===== config.mk =====
export PLATFORM = sky130hd
export DESIGN_NAME = tap_loader
export DESIGN_NICKNAME = d
export VERILOG_FILES = /design/src/rtl/tap_loader.sv
export SDC_FILE = /design/constraint.sdc
export NUM_CORES = 1
export LEC_CHECK = 0
export ABC_AREA = 1
export BUFFER_PORTS_ARGS = -buffer_cell sky130_fd_sc_hd__buf_2
export CORE_AREA = 2 2 150 152
export CTS_BUF_LIST = sky130_fd_sc_hd__clkbuf_16
export CTS_CLUSTER_DIAMETER = 120
export CTS_CLUSTER_SIZE = 12
export DETAILED_ROUTE_END_ITERATION = 12
export DIE_AREA = 0 0 152 154
export GPL_TIMING_DRIVEN = 0
export PLACE_DENSITY = 0.69
export REMOVE_ABC_BUFFERS = 1
export SLEW_MARGIN = 10
export SYNTH_ARGS = -nofsm -noshare
export SYNTH_HDL_FRONTEND = slang
export SYNTH_SLANG_ARGS = --single-unit

===== constraint.sdc =====
create_clock -name clk -period 2.3 [get_ports clk]
set_input_delay 0.115 -clock clk [delete_from_list [all_inputs] [get_ports clk]]
set_output_delay 0.115 -clock clk [all_outputs]
set_load 0.02 [all_outputs]

===== src/rtl/tap_loader.sv =====
// tap_loader: Oric TAP image parser and RAM loader.
// Walks sync/header/name blocks of a TAP byte stream and copies the selected
// file bodies (or every body) into RAM through a one-entry write register.
// Optional feature: define TAP_LOADER_CHECKSUM_EN to add the `checksum` port.
module tap_loader #(
  parameter int unsigned ADDR_W      = 16,
  parameter int unsigned MAX_FILES   = 16,
  parameter logic [15:0] AUTORUN_MIN = 16'h0505,
  localparam int unsigned FSEL_W     = $clog2(MAX_FILES)
) (
  input  logic              clk,
  input  logic              reset_n,
  input  logic              start,
  input  logic              all_files,
  input  logic [FSEL_W-1:0] file_sel,
  input  logic              s_valid,
  output logic              s_ready,
  input  logic [7:0]        s_data,
  input  logic              s_last,
  output logic              mem_wr,
  input  logic              mem_ready,
  output logic [ADDR_W-1:0] mem_addr,
  output logic [7:0]        mem_dout,
  output logic              busy,
  output logic              done,
  output logic              error,
  output logic [1:0]        err_code,
  output logic [ADDR_W-1:0] loadpoint,
  output logic [ADDR_W-1:0] end_addr,
  output logic [7:0]        file_type,
  output logic              autorun_req,
  output logic [FSEL_W:0]   files_seen
`ifdef TAP_LOADER_CHECKSUM_EN
  , output logic [7:0]      checksum
`endif
);

  localparam int unsigned LEN_W = ADDR_W + 1;
  localparam int unsigned CMP_W = (ADDR_W > 16) ? ADDR_W : 16;

  typedef enum logic [2:0] {
    S_IDLE, S_SYNC, S_HDR, S_NAME, S_DATA, S_SKIP, S_DONE, S_ERR
  } state_t;

  state_t            r_state;
  logic [1:0]        r_sync_cnt;
  logic [4:0]        r_idx;
  logic              r_all;
  logic [FSEL_W-1:0] r_sel;
  logic [FSEL_W:0]   r_files_seen;
  logic              r_sel_done;
  logic [15:0]       r_lp16;
  logic [15:0]       r_end16;
  logic [7:0]        r_type;
  logic [7:0]        r_arun_byte;
  logic [LEN_W-1:0]  r_remain;
  logic [ADDR_W-1:0] r_wr_addr;
  logic [ADDR_W-1:0] r_mem_addr;
  logic [7:0]        r_mem_dout;
  logic              r_mem_wr;
  logic              r_busy;
  logic              r_done;
  logic              r_error;
  logic [1:0]        r_err_code;
  logic              r_autorun;
  logic [7:0]        r_checksum;

  logic              w_s_ready;
  logic              w_fire;
  logic              w_drain_ok;
  logic              w_hit_max;
  logic              w_selected;
  logic [ADDR_W-1:0] w_lp;
  logic [ADDR_W-1:0] w_end;
  logic [LEN_W-1:0]  w_len;

  assign w_lp       = ADDR_W'(r_lp16);
  assign w_end      = ADDR_W'(r_end16);
  assign w_len      = LEN_W'(w_end) - LEN_W'(w_lp) + LEN_W'(1);
  assign w_drain_ok = !r_mem_wr || mem_ready;
  assign w_fire     = s_valid && w_s_ready;
  assign w_hit_max  = (r_files_seen == (FSEL_W+1)'(MAX_FILES));
  assign w_selected = r_all ||
                      ((FSEL_W+1)'(r_files_seen - (FSEL_W+1)'(1)) == (FSEL_W+1)'(r_sel));

  // Stream acceptance: free-running in parse states, gated by the write register in DATA.
  always_comb begin
    w_s_ready = 1'b0;
    case (r_state)
      S_SYNC, S_HDR, S_NAME, S_SKIP: w_s_ready = 1'b1;
      S_DATA:                        w_s_ready = (r_remain != '0) && w_drain_ok;
      default:                       w_s_ready = 1'b0;
    endcase
  end

  // Parser FSM with the write register and all status outputs.
  always_ff @(posedge clk or negedge reset_n) begin
    if (!reset_n) begin
      r_state      <= S_IDLE;
      r_sync_cnt   <= '0;
      r_idx        <= '0;
      r_all        <= 1'b0;
      r_sel        <= '0;
      r_files_seen <= '0;
      r_sel_done   <= 1'b0;
      r_lp16       <= '0;
      r_end16      <= '0;
      r_type       <= '0;
      r_arun_byte  <= '0;
      r_remain     <= '0;
      r_wr_addr    <= '0;
      r_mem_addr   <= '0;
      r_mem_dout   <= '0;
      r_mem_wr     <= 1'b0;
      r_busy       <= 1'b0;
      r_done       <= 1'b0;
      r_error      <= 1'b0;
      r_err_code   <= '0;
      r_autorun    <= 1'b0;
      r_checksum   <= '0;
    end else begin
      r_done <= 1'b0;
      if (r_mem_wr && mem_ready) r_mem_wr <= 1'b0;
      case (r_state)
        S_IDLE: begin
          if (start) begin
            r_busy       <= 1'b1;
            r_error      <= 1'b0;
            r_err_code   <= '0;
            r_files_seen <= '0;
            r_sync_cnt   <= '0;
            r_sel_done   <= 1'b0;
            r_autorun    <= 1'b0;
            r_checksum   <= '0;
            r_all        <= all_files;
            r_sel        <= file_sel;
            r_state      <= S_SYNC;
          end
        end
        S_SYNC: begin
          if (w_fire) begin
            if (s_last) begin
              if (!r_sel_done) begin
                r_error    <= 1'b1;
                r_err_code <= 2'd1;
                r_state    <= S_ERR;
              end else if (w_drain_ok) begin
                r_done  <= 1'b1;
                r_state <= S_DONE;
              end else begin
                r_remain <= '0;
                r_state  <= S_DATA;
              end
            end else if (s_data == 8'h24 && r_sync_cnt == 2'd3) begin
              r_sync_cnt <= '0;
              r_idx      <= '0;
              r_state    <= S_HDR;
            end else if (s_data == 8'h16) begin
              r_sync_cnt <= (r_sync_cnt == 2'd3) ? 2'd3 : r_sync_cnt + 2'd1;
            end else begin
              r_sync_cnt <= '0;
            end
          end
        end
        S_HDR: begin
          if (w_fire) begin
            if (s_last) begin
              r_error    <= 1'b1;
              r_err_code <= 2'd3;
              r_state    <= S_ERR;
            end else begin
              case (r_idx)
                5'd2:    r_type        <= s_data;
                5'd3:    r_arun_byte   <= s_data;
                5'd4:    r_end16[15:8] <= s_data;
                5'd5:    r_end16[7:0]  <= s_data;
                5'd6:    r_lp16[15:8]  <= s_data;
                5'd7:    r_lp16[7:0]   <= s_data;
                default: ;
              endcase
              r_idx <= r_idx + 5'd1;
              if (r_idx == 5'd8) begin
                r_idx <= '0;
                if (w_end < w_lp) begin
                  r_error    <= 1'b1;
                  r_err_code <= 2'd2;
                  r_state    <= S_ERR;
                end else begin
                  r_files_seen <= r_files_seen + (FSEL_W+1)'(1);
                  r_autorun    <= (r_arun_byte != 8'h00) ||
                                  (CMP_W'(w_lp) > CMP_W'(AUTORUN_MIN));
                  r_state      <= S_NAME;
                end
              end
            end
          end
        end
        S_NAME: begin
          if (w_fire) begin
            if (s_last) begin
              r_error    <= 1'b1;
              r_err_code <= 2'd3;
              r_state    <= S_ERR;
            end else if (s_data == 8'h00) begin
              r_remain  <= w_len;
              r_wr_addr <= w_lp;
              r_state   <= w_selected ? S_DATA : S_SKIP;
            end else if (r_idx == 5'd16) begin
              r_error    <= 1'b1;
              r_err_code <= 2'd2;
              r_state    <= S_ERR;
            end else begin
              r_idx <= r_idx + 5'd1;
            end
          end
        end
        S_DATA: begin
          if (r_remain == '0) begin
            // Final byte taken; wait for the RAM to accept it before completing.
            if (w_drain_ok) begin
              r_done  <= 1'b1;
              r_state <= S_DONE;
            end
          end else if (w_fire) begin
            r_mem_wr   <= 1'b1;
            r_mem_addr <= r_wr_addr;
            r_mem_dout <= s_data;
            r_checksum <= r_checksum + s_data;
            r_wr_addr  <= r_wr_addr + ADDR_W'(1);
            r_remain   <= r_remain - LEN_W'(1);
            if (r_remain == LEN_W'(1)) begin
              r_sel_done <= 1'b1;
              if (r_all && !w_hit_max && !s_last) begin
                r_sync_cnt <= '0;
                r_state    <= S_SYNC;
              end
            end else if (s_last) begin
              r_error    <= 1'b1;
              r_err_code <= 2'd3;
              r_state    <= S_ERR;
            end
          end
        end
        S_SKIP: begin
          if (w_fire) begin
            r_remain <= r_remain - LEN_W'(1);
            if (r_remain == LEN_W'(1)) begin
              if (s_last || w_hit_max) begin
                if (r_sel_done) begin
                  r_done  <= 1'b1;
                  r_state <= S_DONE;
                end else begin
                  r_error    <= 1'b1;
                  r_err_code <= 2'd1;
                  r_state    <= S_ERR;
                end
              end else begin
                r_sync_cnt <= '0;
                r_state    <= S_SYNC;
              end
            end else if (s_last) begin
              r_error    <= 1'b1;
              r_err_code <= 2'd3;
              r_state    <= S_ERR;
            end
          end
        end
        S_DONE: begin
          r_busy  <= 1'b0;
          r_state <= S_IDLE;
        end
        S_ERR: begin
          r_busy  <= 1'b0;
          r_state <= S_IDLE;
        end
        default: r_state <= S_IDLE;
      endcase
    end
  end

  assign s_ready     = w_s_ready;
  assign mem_wr      = r_mem_wr;
  assign mem_addr    = r_mem_addr;
  assign mem_dout    = r_mem_dout;
  assign busy        = r_busy;
  assign done        = r_done;
  assign error       = r_error;
  assign err_code    = r_err_code;
  assign loadpoint   = w_lp;
  assign end_addr    = w_end;
  assign file_type   = r_type;
  assign autorun_req = r_autorun;
  assign files_seen  = r_files_seen;
`ifdef TAP_LOADER_CHECKSUM_EN
  assign checksum    = r_checksum;
`else
  logic w_unused_checksum;
  assign w_unused_checksum = ^r_checksum;
`endif

endmodule


==> qor.csv, run 1 <==
stage,metric,value,unit
setup_path,start_kind,flip-flop,
floorplanning,core_area,21690,um2
yosys,ys_warn_count,0,
yosys,yosys.area.top_type_share,38.72,%
clock_network,numCtsBuffers,17,
setup_path,slowest_stage,dfrtp_2,
cells_and_area,drive_above_1_share,23.78,%
floorplanning,dieArea,23410,um2
clock_network,htreeDepth,4,
floorplanning,rows,54,
setup_path,crit_start,r_state[1]$_DFFE_PN0P_,
sta,slew_headroom,49.41,%
job,max-cap-violations,0,
sta,setup_tns,0,ns
power_and_ir_drop,vdd_drop_max,913.4,uV
setup_path,crit_arrival,2.57,ns
yosys,avgSynthCellArea,7.467,um2
clock_network,cts_tree,built,
routing,vias,8414,
floorplanning,dieWidth,152,um
yosys,synth_top_area_cell,dfrtp_1,
routing,drtIter0Drc,807,
sta,finalSetupViolations,0,
run_status,status,"finished, final reports clean",
power_and_ir_drop,p_leak,5.424,nW
setup_path,regToRegSetupSlack,0.02,ns
yosys,synth_area_leaders,"dfrtp_1, nand2_1, ha_1",
sta,rsz0062_at_grt,yes,
sta,finalCritPeriodShare,99.24,%
yosys,synth_seq_cells,133,
routing,antenna_left,0,
cells_and_area,area_delta_synth_final,25.72,%
setup_path,critPathRequiredTime,2.59,ns
floorplanning,die_h,154,um
yosys,async_reset_ff_share,100.0,%
global_routing,grt_pass1_wl,38710,um
setup_path,worstRegToRegCells,13,
routing,avgRoutedWirePerCell,16.09,um
sta,period_needed,2.282,ns
yosys,dominantRegCellSynth,dfrtp_1,
yosys,yosysSeqAreaShare,38.72,%
global_routing,grt_usage,20.54,%
placed_design,dp.cells,1497,
routing,post-route-drc-count,0,
floorplanning,initial_core_util,39.63,%
cells_and_area,antenna_cells,0,
sta,slew_viol_final,0,
setup_path,critPathMaxFanout,16,
placed_design,port_buffers,95,
cells_and_area,num-fill-cells,2078,
cells_and_area,layout.nets,1373,
setup_path,crit_chain,nor2_4 > inv_4 > nor2_4 > clkinv_8 > nor2_4 > nand2_4 > nand2_4 > nand2_8 > nor2_8 > buf_4 > nand3_4 > nand2_1 > o21ai_1,
setup_path,cp-endpoint,loadpoint[8]$_DFFE_PN0P_,
sta,skew,0.01414,ns
sta,max_freq,438.1,MHz
clock_network,cts-root-buf,clkbuf_16,
placed_design,place.gp.congestion,0.9586,
routing,drtPass1Iterations,5,
global_routing,antenna_found_initial,0,
setup_path,worstReg2RegStart,r_state[1]$_DFFE_PN0P_,
sta,hold_violations,0,
sta,worst_pin_slew,0.7531,ns
yosys,synthCells,1151,
setup_path,worstSetupPathType,reg2reg,
yosys,synth_edf_count,0,
yosys,synth_cell_types,47,
global_routing,gr-total-overflow,0,
clock_network,cts_sinks,133,
clock_network,clkTransAtPathRegs,0.06,ns
placed_design,hpwl,17110,um
setup_path,path_common_cell,nor2_4,
global_routing,grt_max_degree,87,
routing,wl,25670,um
global_routing,grt_pass1_vias,7582,
routing,via_per_inst,5.272,
setup_path,endpoint_kind,flip-flop,
setup_path,rr_endpoint,loadpoint[8]$_DFFE_PN0P_,
power_and_ir_drop,pwr_density_cell,1381,nW/um2
floorplanning,ioPinCount,96,
worst_hold_path,hold_class,in2reg,
cells_and_area,final_cells,1596,
clock_network,worst_skew_pair.late_latency,0.44,ns
yosys,synth_area,8594,um2
clock_network,cts_max_path_buffers,2,
setup_path,slowest_delay,0.46,ns
layer usage:
layer | vias to the layer above | track usage (%) | share of wire, %
met5 | - | 0 | 0
met4 | 0 | 6.587 | 1.7
met3 | 44 | 3.664 | 6.1
met2 | 305 | 33.25 | 48
met1 | 4006 | 28.01 | 45
li1 | 4059 | - | -
cell usage after synthesis (2+ instances only):
| master | number |
|---|---|
| a211oi_1 | 3 |
| a21o_1 | 2 |
| a21oi_1 | 33 |
| a21oi_2 | 2 |
| a22oi_1 | 2 |
| a31oi_1 | 3 |
| buf_2 | 7 |
| buf_4 | 6 |
| buf_6 | 7 |
| clkbuf_1 | 12 |
| dfrtp_1 | 133 |
| fa_1 | 8 |
| ha_1 | 43 |
| inv_1 | 131 |
| inv_2 | 7 |
| mux2_2 | 4 |
| nand2_1 | 308 |
| nand2_2 | 6 |
| nand2_4 | 3 |
| nand3_1 | 88 |
| nand3_4 | 5 |
| nand3b_1 | 3 |
| nand4_1 | 14 |
| nor2_1 | 99 |
| nor2_2 | 3 |
| nor2_4 | 4 |
| nor3_1 | 23 |
| nor4_1 | 5 |
| o21ai_0 | 85 |
| o21ai_1 | 57 |
| o21bai_1 | 4 |
| o31ai_1 | 2 |
| o32ai_1 | 2 |
| or2_2 | 4 |
| xnor2_1 | 5 |
| xor2_1 | 17 |
worst min path at each step:
stage	from	endpoint	slack (ns)	cells past startpoint
after floorplan	reset_n	autorun_req$_DFFE_PN0P_	-0.18	0
after global placement	file_sel[1]	r_sel[1]$_DFFE_PN0P_	0.35	2
after detailed placement	reset_n	r_sel[1]$_DFFE_PN0P_	0.09	1
after CTS	mem_ready	mem_wr$_DFF_PN0_	0.10	4
after global routing	s_valid	done$_DFF_PN0_	0.11	3
final	s_valid	done$_DFF_PN0_	0.10	3
power breakdown:
group / internal (W) / total (W) / switching, W
Sequential: 0.00298 / 0.00359 / 0.000613
Clock: 0.00158 / 0.00269 / 0.00111
Combinational: 0.00317 / 0.00864 / 0.00547
Total: 0.00773 / 0.0149 / 0.00719
area by class of cell:
type / instances / area, um2 / share of cell area [%]
multi-input combinational: 850 / 4895 / 45.30
sequential: 133 / 3336 / 30.87
timing repair buffer: 160 / 1107 / 10.25
inverter: 140 / 543.0 / 5.025
clock buffer: 17 / 425.4 / 3.937
tap: 280 / 350.3 / 3.242
clock inverter: 15 / 140.1 / 1.297
timing repair inverter: 1 / 8.758 / 0.08106
flip-flops by register name (all words and copies together) (netlist names), 2 cells and up:
signal,cells
loadpoint,16
files_seen,5
r_wr_addr,16
r_remain,17
end_addr,16
r_arun_byte,8
r_idx,5
mem_addr,16
err_code,2
file_type,8
r_state,3
r_sel,4
mem_dout,8
r_sync_cnt,2
cell families (layout without fill, tap and decap cells):
kind of cell | after synthesis | in the layout | share of synthesized area [%]
XOR/XNOR | 22 | 22 | 2.242
multiplexers | 4 | 4 | 0.5241
AND/OR/NAND/NOR | 569 | 573 | 29.45
AO/OA/AOI/OAI | 200 | 200 | 12.42
buffers and inverters | 172 | 333 | 8.517
flip-flops | 133 | 133 | 38.72
adder cells (fa/ha/maj) | 51 | 51 | 8.123
worst max-delay path: cells and delay by family (launching register included):
kind	cells	cell delay, ns
buffers and inverters	3	0.31
DFF	1	0.46
and+or+nand+nor	9	1.26
AOI/OAI and AO/OA	1	0.08
per-stage QoR:
stage | setup slack, ns | power, W | cell area [um2] | util [%] | hold slack (ns)
finish | 0.01754 | 0.01493 | 10810 | 49.82 | 0.1045
global route | -0.1784 | 0.01605 | 10810 | 49.82 | 0.1104
CTS | -0.02150 | 0.01381 | 10130 | 46.71 | 0.1029
detailed placement | -1.049 | 0.01075 | 9290 | 42.83 | 0.09327
global placement | -2.049 | 0.01055 | 9216 | 42.49 | 0.3481
floorplan | -0.7372 | 0.008841 | 8391 | - | -0.1806
repair_timing:
| action | 4_1_cts | 5_1_grt |
|---|---|---|
| gates cloned | 1 | 6 |
| pin swaps | 7 | 33 |
| endpoints found under the setup margin | 134 | 94 |
| hold buffers | 6 | 0 |
| gates resized for setup | 26 | 91 |
| buffers inserted | 16 | 39 |
| hold endpoints to repair | 52 | 0 |
cells in the final DEF, fill, tap and decap left out, drive strengths merged, types with 2 or more instances in the layout:
cell           n
nand2        317
buf          152
inv          144
o21ai        143
dfrtp        133
nor2         108
nand3         96
ha            43
a21oi         35
nor3          24
clkbuf        19
xor2          17
nand4         14
fa             8
dlygate4sd3    6
clkinv         6
nor4           5
xnor2          5
mux2           4
o21bai         4
clkinvlp       4
or2            4
a31oi          3
nand3b         3
a211oi         3
o32ai          2
a21o           2
o31ai          2
a22oi          2
bufinv         2
Note: power is estimated with default switching activity, not from simulation.
==> inputs of run 2 (changes only) <==
--- a/config.mk
+++ b/config.mk
@@ -7,14 +7,14 @@
 export LEC_CHECK = 0
 export ABC_AREA = 1
 export BUFFER_PORTS_ARGS = -buffer_cell sky130_fd_sc_hd__buf_2
-export CORE_AREA = 2 2 150 152
+export CORE_AREA = 2 2 160 162
 export CTS_BUF_LIST = sky130_fd_sc_hd__clkbuf_16
 export CTS_CLUSTER_DIAMETER = 120
 export CTS_CLUSTER_SIZE = 12
 export DETAILED_ROUTE_END_ITERATION = 12
-export DIE_AREA = 0 0 152 154
+export DIE_AREA = 0 0 162 164
 export GPL_TIMING_DRIVEN = 0
-export PLACE_DENSITY = 0.69
+export PLACE_DENSITY = 0.63
 export REMOVE_ABC_BUFFERS = 1
 export SLEW_MARGIN = 10
 export SYNTH_ARGS = -nofsm -noshare
==> run 2 against run 1 <==
Effect of this change: the flow now finishes with violations (negative setup slack); sequential share of layout area is 0.33 points lower; count of clock-buffer cells in the layout did not move; first-iteration DRC count decreased by 27%; cell count is 3.0% higher; highest routed layer unchanged.
==> qor.csv, run 2 (synthesis results as in run 1) <==
stage,metric,value,unit,change
sta,holdWs,0.08471,ns,was 0.1045 ns
cells_and_area,drive_above_1_share,24.81,%,was 23.78%
sta,rsz0062_at_grt,yes,,unchanged
cells_and_area,final_common_cell,nand2_1,,unchanged
floorplanning,core_area,24820,um2,was 21690 um2
sta,skew,0.01145,ns,was 0.01414 ns
cells_and_area,antenna_cells,0,,unchanged
global_routing,grt_pass1_vias,7547,,was 7582
sta,finalCritPeriodShare,100.9,%,was 99.24%
routing,avgRoutedWirePerCell,15.81,um,was 16.09 um
setup_path,crit_arrival,2.64,ns,was 2.57 ns
cells_and_area,regMostFlops,r_remain,,unchanged
clock_network,worst_skew_pair.late_latency,0.43,ns,was 0.44 ns
sta,period_needed,2.322,ns,was 2.282 ns
sta,finalSetupViolations,1,,was 0
sta,max_freq,430.7,MHz,was 438.1 MHz
floorplanning,die_h,164,um,was 154 um
sta,hold_violations,0,,unchanged
sta,slew_headroom,44.78,%,was 49.41%
floorplanning,initial_core_util,34.63,%,was 39.63%
run_status,violations,negative setup slack,,
worst_hold_path,hold_class,in2reg,,unchanged
routing,drtPass1Iterations,5,,unchanged
clock_network,htreeDepth,4,,unchanged
floorplanning,rows,58,,was 54
clock_network,numCtsBuffers,17,,unchanged
power_and_ir_drop,vdd_drop_max,733.8,uV,was 913.4 uV
global_routing,antenna_found_initial,0,,unchanged
placed_design,dp.cells,1547,,was 1497
clock_network,cts_max_path_buffers,2,,unchanged
routing,antenna_left,0,,unchanged
routing,drtIter0Drc,591,,was 807
power_and_ir_drop,pwr_density_cell,1400,nW/um2,was 1381 nW/um2
cells_and_area,layout.nets,1372,,was 1373
cells_and_area,largest_reg_flops,17,,unchanged
routing,post-route-drc-count,0,,unchanged
clock_network,cts-root-buf,clkbuf_16,,unchanged
placed_design,place.gp.congestion,0.8973,,was 0.9586
placed_design,dp_slack,-1.030,ns,was -1.049 ns
setup_path,start_kind,flip-flop,,unchanged
global_routing,grt_pass1_wl,39740,um,was 38710 um
sta,worst_slack,-0.02169,ns,was 0.01754 ns
placed_design,port_buffers,95,,unchanged
routing,vias,8233,,was 8414
cells_and_area,num-fill-cells,2501,,was 2078
routing,wl,25990,um,was 25670 um
setup_path,worstSetupPathType,reg2reg,,unchanged
power_and_ir_drop,p_total,0.01531,W,was 0.01493 W
cells_and_area,final_cell_mix,"nand2_1, dfrtp_1, inv_1, buf_2, nor2_1",,unchanged
run_status,status,finished with violations,,"was finished, final reports clean"
floorplanning,dieWidth,162,um,was 152 um
clock_network,cts_tree,built,,unchanged
job,max-cap-violations,0,,unchanged
floorplanning,ioPinCount,96,,unchanged
cells_and_area,final_cells,1644,,was 1596
power_and_ir_drop,p_leak,5.433,nW,was 5.424 nW
routing,via_per_inst,5.008,,was 5.272
floorplanning,dieArea,26570,um2,was 23410 um2
sta,slew_viol_final,0,,unchanged
clock_network,cts_sinks,133,,unchanged
placed_design,hpwl,17800,um,was 17110 um
setup_path,critPathRequiredTime,2.62,ns,was 2.59 ns
clock_network,clkTransAtPathRegs,0.06,ns,about the same
cells_and_area,area_delta_synth_final,27.21,%,was 25.72%
setup_path,endpoint_kind,flip-flop,,unchanged
setup_path,critPathMaxFanout,4,,was 16
global_routing,grt_usage,19.17,%,was 20.54%
sta,worst_pin_slew,0.8221,ns,was 0.7531 ns
global_routing,grt_max_degree,81,,was 87
global_routing,gr-total-overflow,0,,unchanged
-- run 2: cell types whose count changed in the layout (fill, tap and decap cells not counted), moves of 3 or more --
| cell | before | now |
|---|---|---|
| nor2_1 | 92 | 88 |
| dfrtp_1 | 127 | 124 |
| buf_4 | 46 | 51 |
| dfrtp_2 | 6 | 9 |
| nand2_1 | 291 | 288 |
| buf_6 | 7 | 4 |
| o21ai_1 | 57 | 60 |
| nand3_1 | 81 | 78 |
| inv_2 | 20 | 17 |
| nand3_2 | 8 | 11 |
| nor2_2 | 5 | 9 |
-- run 2: path summary, 6_finish.rpt --
path / start / to / slack, ns / cells after the start
worst min register to register: mem_addr[2]$_DFFE_PN0P_ / mem_addr[2]$_DFFE_PN0P_ / 0.47 / 2
max in group asynchronous: reset_n / loadpoint[14]$_DFFE_PN0P_ / 1.25 / 3
worst min-delay path: mem_ready / mem_wr$_DFF_PN0_ / 0.08 / 4
min in group asynchronous: reset_n / r_sel[0]$_DFFE_PN0P_ / 0.21 / 2
worst max-delay path: loadpoint[12]$_DFFE_PN0P_ / r_remain[16]$_DFFE_PN0P_ / -0.02 / 14
worst max register to register: loadpoint[12]$_DFFE_PN0P_ / r_remain[16]$_DFFE_PN0P_ / -0.02 / 14
-- run 2: critical path, stage by stage (launching register included) --
cell and delay, ns:
dfrtp_1 0.40, inv_2 0.08, ha_2 0.21, fa_2 0.63, inv_1 0.11, o21bai_1 0.21
nand3_1 0.10, nand2_1 0.07, nor2_1 0.04, nand2_1 0.05, nand2_1 0.07, nand3_2 0.09
nand2_1 0.06, nand2_1 0.05, nand2_1 0.04
-- run 2: area by class of cell --
cell class / instances / area (um2) / area share (%)
Clock inverter: 14 / 161.4 / 1.476
Multi-Input combinational cell: 849 / 4965 / 45.41
Timing Repair Buffer: 160 / 1071 / 9.796
Tap cell: 330 / 412.9 / 3.777
Clock buffer: 17 / 425.4 / 3.891
Timing Repair inverter: 1 / 8.758 / 0.08011
Inverter: 140 / 549.3 / 5.024
Sequential cell: 133 / 3339 / 30.54
-- run 2: stage by stage --
stage	area (um2)	utilization, %	setup TNS (ns)
global route	10930	44.05	-0.8875
CTS	10260	41.32	-0.1105
floorplan	8391	-	-16.13
detailed placement	9353	37.68	-86.18
global placement	9279	37.39	-237.13
finish	10930	44.05	-0.02169
-- run 2: report_power, final --
group          switching (W)  internal [W]  total [W]
combinational        0.00561       0.00333    0.00894
clock                0.00109       0.00169    0.00278
sequential          0.000606       0.00298    0.00359
-- run 2: routing by layer --
metal  share of wire [%]  vias to the layer above  global-route usage, %  routed length [um]
met5                   0                        -                      0                   0
met4                 1.6                        0                  4.425                 408
met3                 6.4                       30                  4.318                1676
met2                  47                      229                  31.70               12160
met1                  45                     3915                  25.65               11750
li1                    -                     4059                      -                   -
-- run 2: what timing repair did --
action | in CTS | in global routing
cloned | 1 | 4
hold endpoints to repair | 58 | 0
buffers inserted | 19 | 36
pin swaps | 9 | 40
gates resized for setup | 37 | 100
endpoints found under the setup margin | 134 | 81
hold buffers | 6 | 0
==> inputs of run 3 (changes only) <==
--- a/config.mk
+++ b/config.mk
@@ -7,6 +7,8 @@
 export LEC_CHECK = 0
 export ABC_AREA = 1
 export BUFFER_PORTS_ARGS = -buffer_cell sky130_fd_sc_hd__buf_2
+export CELL_PAD_IN_SITES_DETAIL_PLACEMENT = 0
+export CELL_PAD_IN_SITES_GLOBAL_PLACEMENT = 1
 export CORE_AREA = 2 2 160 162
 export CTS_BUF_LIST = sky130_fd_sc_hd__clkbuf_16
 export CTS_CLUSTER_DIAMETER = 120
@@ -14,8 +16,9 @@
 export DETAILED_ROUTE_END_ITERATION = 12
 export DIE_AREA = 0 0 162 164
 export GPL_TIMING_DRIVEN = 0
-export PLACE_DENSITY = 0.63
+export PLACE_DENSITY = 0.76
 export REMOVE_ABC_BUFFERS = 1
+export SETUP_SLACK_MARGIN = 0.2
 export SLEW_MARGIN = 10
 export SYNTH_ARGS = -nofsm -noshare
 export SYNTH_HDL_FRONTEND = slang
==> constraint.sdc (replaced) <==
create_clock -name clk -period 2.9 [get_ports clk]
set_input_delay 0.145 -clock clk [delete_from_list [all_inputs] [get_ports clk]]
set_output_delay 0.145 -clock clk [all_outputs]
set_load 0.02 [all_outputs]
==> run 3 against run 2 <==
Effect of this change: the flow now finishes without violations; count of clock-buffer cells in the layout unchanged; setup slack better by 0.40 ns; die area unchanged; critical endpoint is now r_remain[10]$_DFFE_PN0P_.
==> qor.csv, run 3 (synthesis results as in run 1) <==
stage,metric,value,unit,change
clock_network,worst_skew_pair.late_latency,0.44,ns,was 0.43 ns
cells_and_area,seq_area,3331,um2,was 3339 um2
floorplanning,core_area,24820,um2,unchanged
run_status,status,"finished, final reports clean",,was finished with violations
sta,slew_viol_final,0,,unchanged
routing,drtIter0Drc,651,,was 591
clock_network,cts_max_path_buffers,2,,unchanged
sta,holdWs,0.1521,ns,was 0.08471 ns
setup_path,endpoint_kind,flip-flop,,unchanged
cells_and_area,layout.nets,1318,,was 1372
sta,worst_pin_slew,0.5829,ns,was 0.8221 ns
setup_path,start_kind,flip-flop,,unchanged
floorplanning,initial_core_util,34.63,%,unchanged
clock_network,clkTransAtPathRegs,0.06,ns,about the same
sta,skew,0.01629,ns,was 0.01145 ns
cells_and_area,regMostFlops,r_remain,,unchanged
global_routing,grt_util_met3,4.066,%,was 4.318%
routing,wl,24950,um,was 25990 um
cells_and_area,final_cell_mix,"nand2_1, inv_1, dfrtp_1, nor2_1, buf_2",,"was nand2_1, dfrtp_1, inv_1, buf_2, nor2_1"
sta,finalSetupViolations,0,,was 1
setup_path,path_buf_inv,4,,was 2
global_routing,gr-total-overflow,0,,unchanged
sta,period_needed,2.518,ns,was 2.322 ns
sta,setup_tns,0,ns,was -0.02169 ns
global_routing,antenna_found_initial,0,,unchanged
setup_path,crit_arrival,2.84,ns,was 2.64 ns
worst_hold_path,hold_class,in2reg,,unchanged
setup_path,crit_chain,nor2_4 > inv_2 > nor2_4 > inv_2 > nor2_2 > nand2_2 > a21oi_4 > o21ai_1 > nor2_4 > buf_8 > inv_1 > nand2_1 > nand2_1,,was inv_2 > ha_2 > fa_2 > inv_1 > o21bai_1 > nand3_1 > nand2_1 > nor2_1 > nand2_1 > nand2_1 > nand3_2 > nand2_1 > nand2_1 > nand2_1
routing,via_per_inst,4.923,,was 5.008
setup_path,worstSetupPathType,reg2reg,,unchanged
setup_path,path_common_cell,nor2_4,,was nand2_1
power_and_ir_drop,switching_power,0.005364,W,was 0.007306 W
routing,vias,7832,,was 8233
cells_and_area,multi_input_area,4586,um2,was 4965 um2
setup_path,critPathRequiredTime,3.22,ns,was 2.62 ns
sta,rsz0062_at_grt,no,,was yes
power_and_ir_drop,p_sw_share,48.00,%,was 47.73%
clock_network,cts-root-buf,clkbuf_16,,unchanged
routing,post-route-drc-count,0,,unchanged
global_routing,grt_max_degree,98,,was 81
global_routing,grt_pass1_vias,7230,,was 7547
clock_network,htreeDepth,4,,unchanged
global_routing,grt_usage,19.32,%,was 19.17%
power_and_ir_drop,clockPowerShare,21.5,%,was 18.2%
power_and_ir_drop,seq_power_share,25.7,%,was 23.4%
setup_path,slowest_stage,dfrtp_2,,was fa_2
placed_design,hpwl,18530,um,was 17800 um
power_and_ir_drop,vdd_drop_max,446.4,uV,was 733.8 uV
cells_and_area,drive_above_1_share,14.83,%,was 24.81%
setup_path,critPathMaxFanout,21,,was 4
power_and_ir_drop,combPwrFrac,52.8,%,was 58.4%
global_routing,use_met2,31.47,%,was 31.70%
cells_and_area,antenna_cells,0,,unchanged
floorplanning,dieArea,26570,um2,unchanged
clock_network,cts_sinks,133,,unchanged
sta,hold_violations,0,,unchanged
routing,drtPass1Iterations,5,,unchanged
power_and_ir_drop,pwr_density_cell,1101,nW/um2,was 1400 nW/um2
power_and_ir_drop,p_leak,5.142,nW,was 5.433 nW
power_and_ir_drop,p_int,0.005810,W,was 0.008003 W
cells_and_area,final_common_cell,nand2_1,,unchanged
routing,antenna_left,0,,unchanged
sta,finalCritPeriodShare,86.83,%,was 100.9%
cells_and_area,num-fill-cells,2632,,was 2501
job,max-cap-violations,0,,unchanged
setup_path,cp_top_family,simple AND/OR/NAND/NOR gates,,was adder cells
clock_network,cts_tree,built,,unchanged
cells_and_area,largest_reg_flops,17,,unchanged
floorplanning,rows,58,,unchanged
global_routing,grt_busiest_layer,met2,,unchanged
placed_design,port_buffers,95,,unchanged
placed_design,place.gp.congestion,0.9143,,was 0.8973
sta,max_freq,397.1,MHz,was 430.7 MHz
setup_path,slowest_delay,0.52,ns,was 0.63 ns
clock_network,numCtsBuffers,17,,unchanged
floorplanning,die_h,164,um,unchanged
floorplanning,dieWidth,162,um,unchanged
sta,slew_headroom,60.99,%,was 44.78%
cells_and_area,area_delta_synth_final,18.04,%,was 27.21%
floorplanning,ioPinCount,96,,unchanged
routing,avgRoutedWirePerCell,15.68,um,was 15.81 um
global_routing,grt.met1_usage,26.30,%,was 25.65%
global_routing,grt_pass1_wl,39430,um,was 39740 um
-- run 3: cell types whose count changed in the layout (fill, tap and decap cells not counted), moves of 9 or more --
cell / before / now
nand3_1: 78 / 88
buf_4: 51 / 5
nand2_1: 288 / 306
ha_1: 34 / 43
inv_2: 17 / 7
nand3_2: 11 / 0
inv_1: 119 / 131
nor2_1: 88 / 97
nand2_2: 22 / 7
-- run 3: timing repair --
item,in CTS,in global routing
pin swaps,2,1
hold buffers,6,0
endpoints found under the hold margin,41,0
resized for setup,3,9
setup endpoints to repair,130,32
cloned,1,0
setup buffers,2,3
-- run 3: stage by stage --
step                power (W)  instances  utilization (%)  setup slack, ns  cell area, um2
floorplan            0.007012       1119                -          -0.1372            8391
global placement     0.008539       1544            37.39           -1.609            9279
detailed placement   0.008630       1547            37.70          -0.5917            9356
CTS                   0.01113       1588            40.66           0.2520           10090
global route          0.01215       1591            40.88           0.2009           10140
finish                0.01117       1591            40.88           0.3818           10140
-- run 3: worst reg2reg max path, stage by stage, from the launching register on --
cell,delay [ns]
dfrtp_2,0.52
nor2_4,0.18
inv_2,0.11
nor2_4,0.18
inv_2,0.22
nor2_2,0.16
nand2_2,0.11
a21oi_4,0.21
o21ai_1,0.14
nor2_4,0.15
buf_8,0.16
inv_1,0.13
nand2_1,0.09
nand2_1,0.05
-- run 3: cell type report --
class	instances	area share, %
Sequential cell	133	32.83
Multi-Input combinational cell	847	45.20
Clock inverter	15	2.134
Clock buffer	17	4.193
Tap cell	330	4.070
Timing Repair Buffer	109	6.364
Inverter	140	5.205
-- run 3: worst paths after layout --
path / start / endpoint / slack (ns) / cells past startpoint
setup / recovery: r_state[1]$_DFFE_PN0P_ / r_remain[10]$_DFFE_PN0P_ / 0.38 / 13
hold / removal: s_valid / done$_DFF_PN0_ / 0.15 / 3
setup reg to reg: r_state[1]$_DFFE_PN0P_ / r_remain[10]$_DFFE_PN0P_ / 0.38 / 13
hold reg to reg: mem_addr[2]$_DFFE_PN0P_ / mem_addr[2]$_DFFE_PN0P_ / 0.48 / 2
max in group asynchronous: reset_n / r_remain[13]$_DFFE_PN0P_ / 1.95 / 3
min in group asynchronous: reset_n / mem_dout[5]$_DFFE_PN0P_ / 0.17 / 2
-- run 3: routing by layer --
metal | up-vias | wire (um)
met4 | 0 | 375
met5 | - | 0
met3 | 26 | 1471
met2 | 210 | 11550
li1 | 3952 | -
met1 | 3644 | 11550
-- run 3: power by group through the flow --
stage	logic [W]	clock network, W	registers (W)
6_report	0.00590	0.00240	0.00287
5_1_grt	0.00668	0.00251	0.00296
4_1_cts	0.00583	0.00243	0.00287
3_5_place_dp	0.00574	0	0.00289
3_3_place_gp	0.00565	0	0.00289
2_1_floorplan	0.00392	0	0.00309
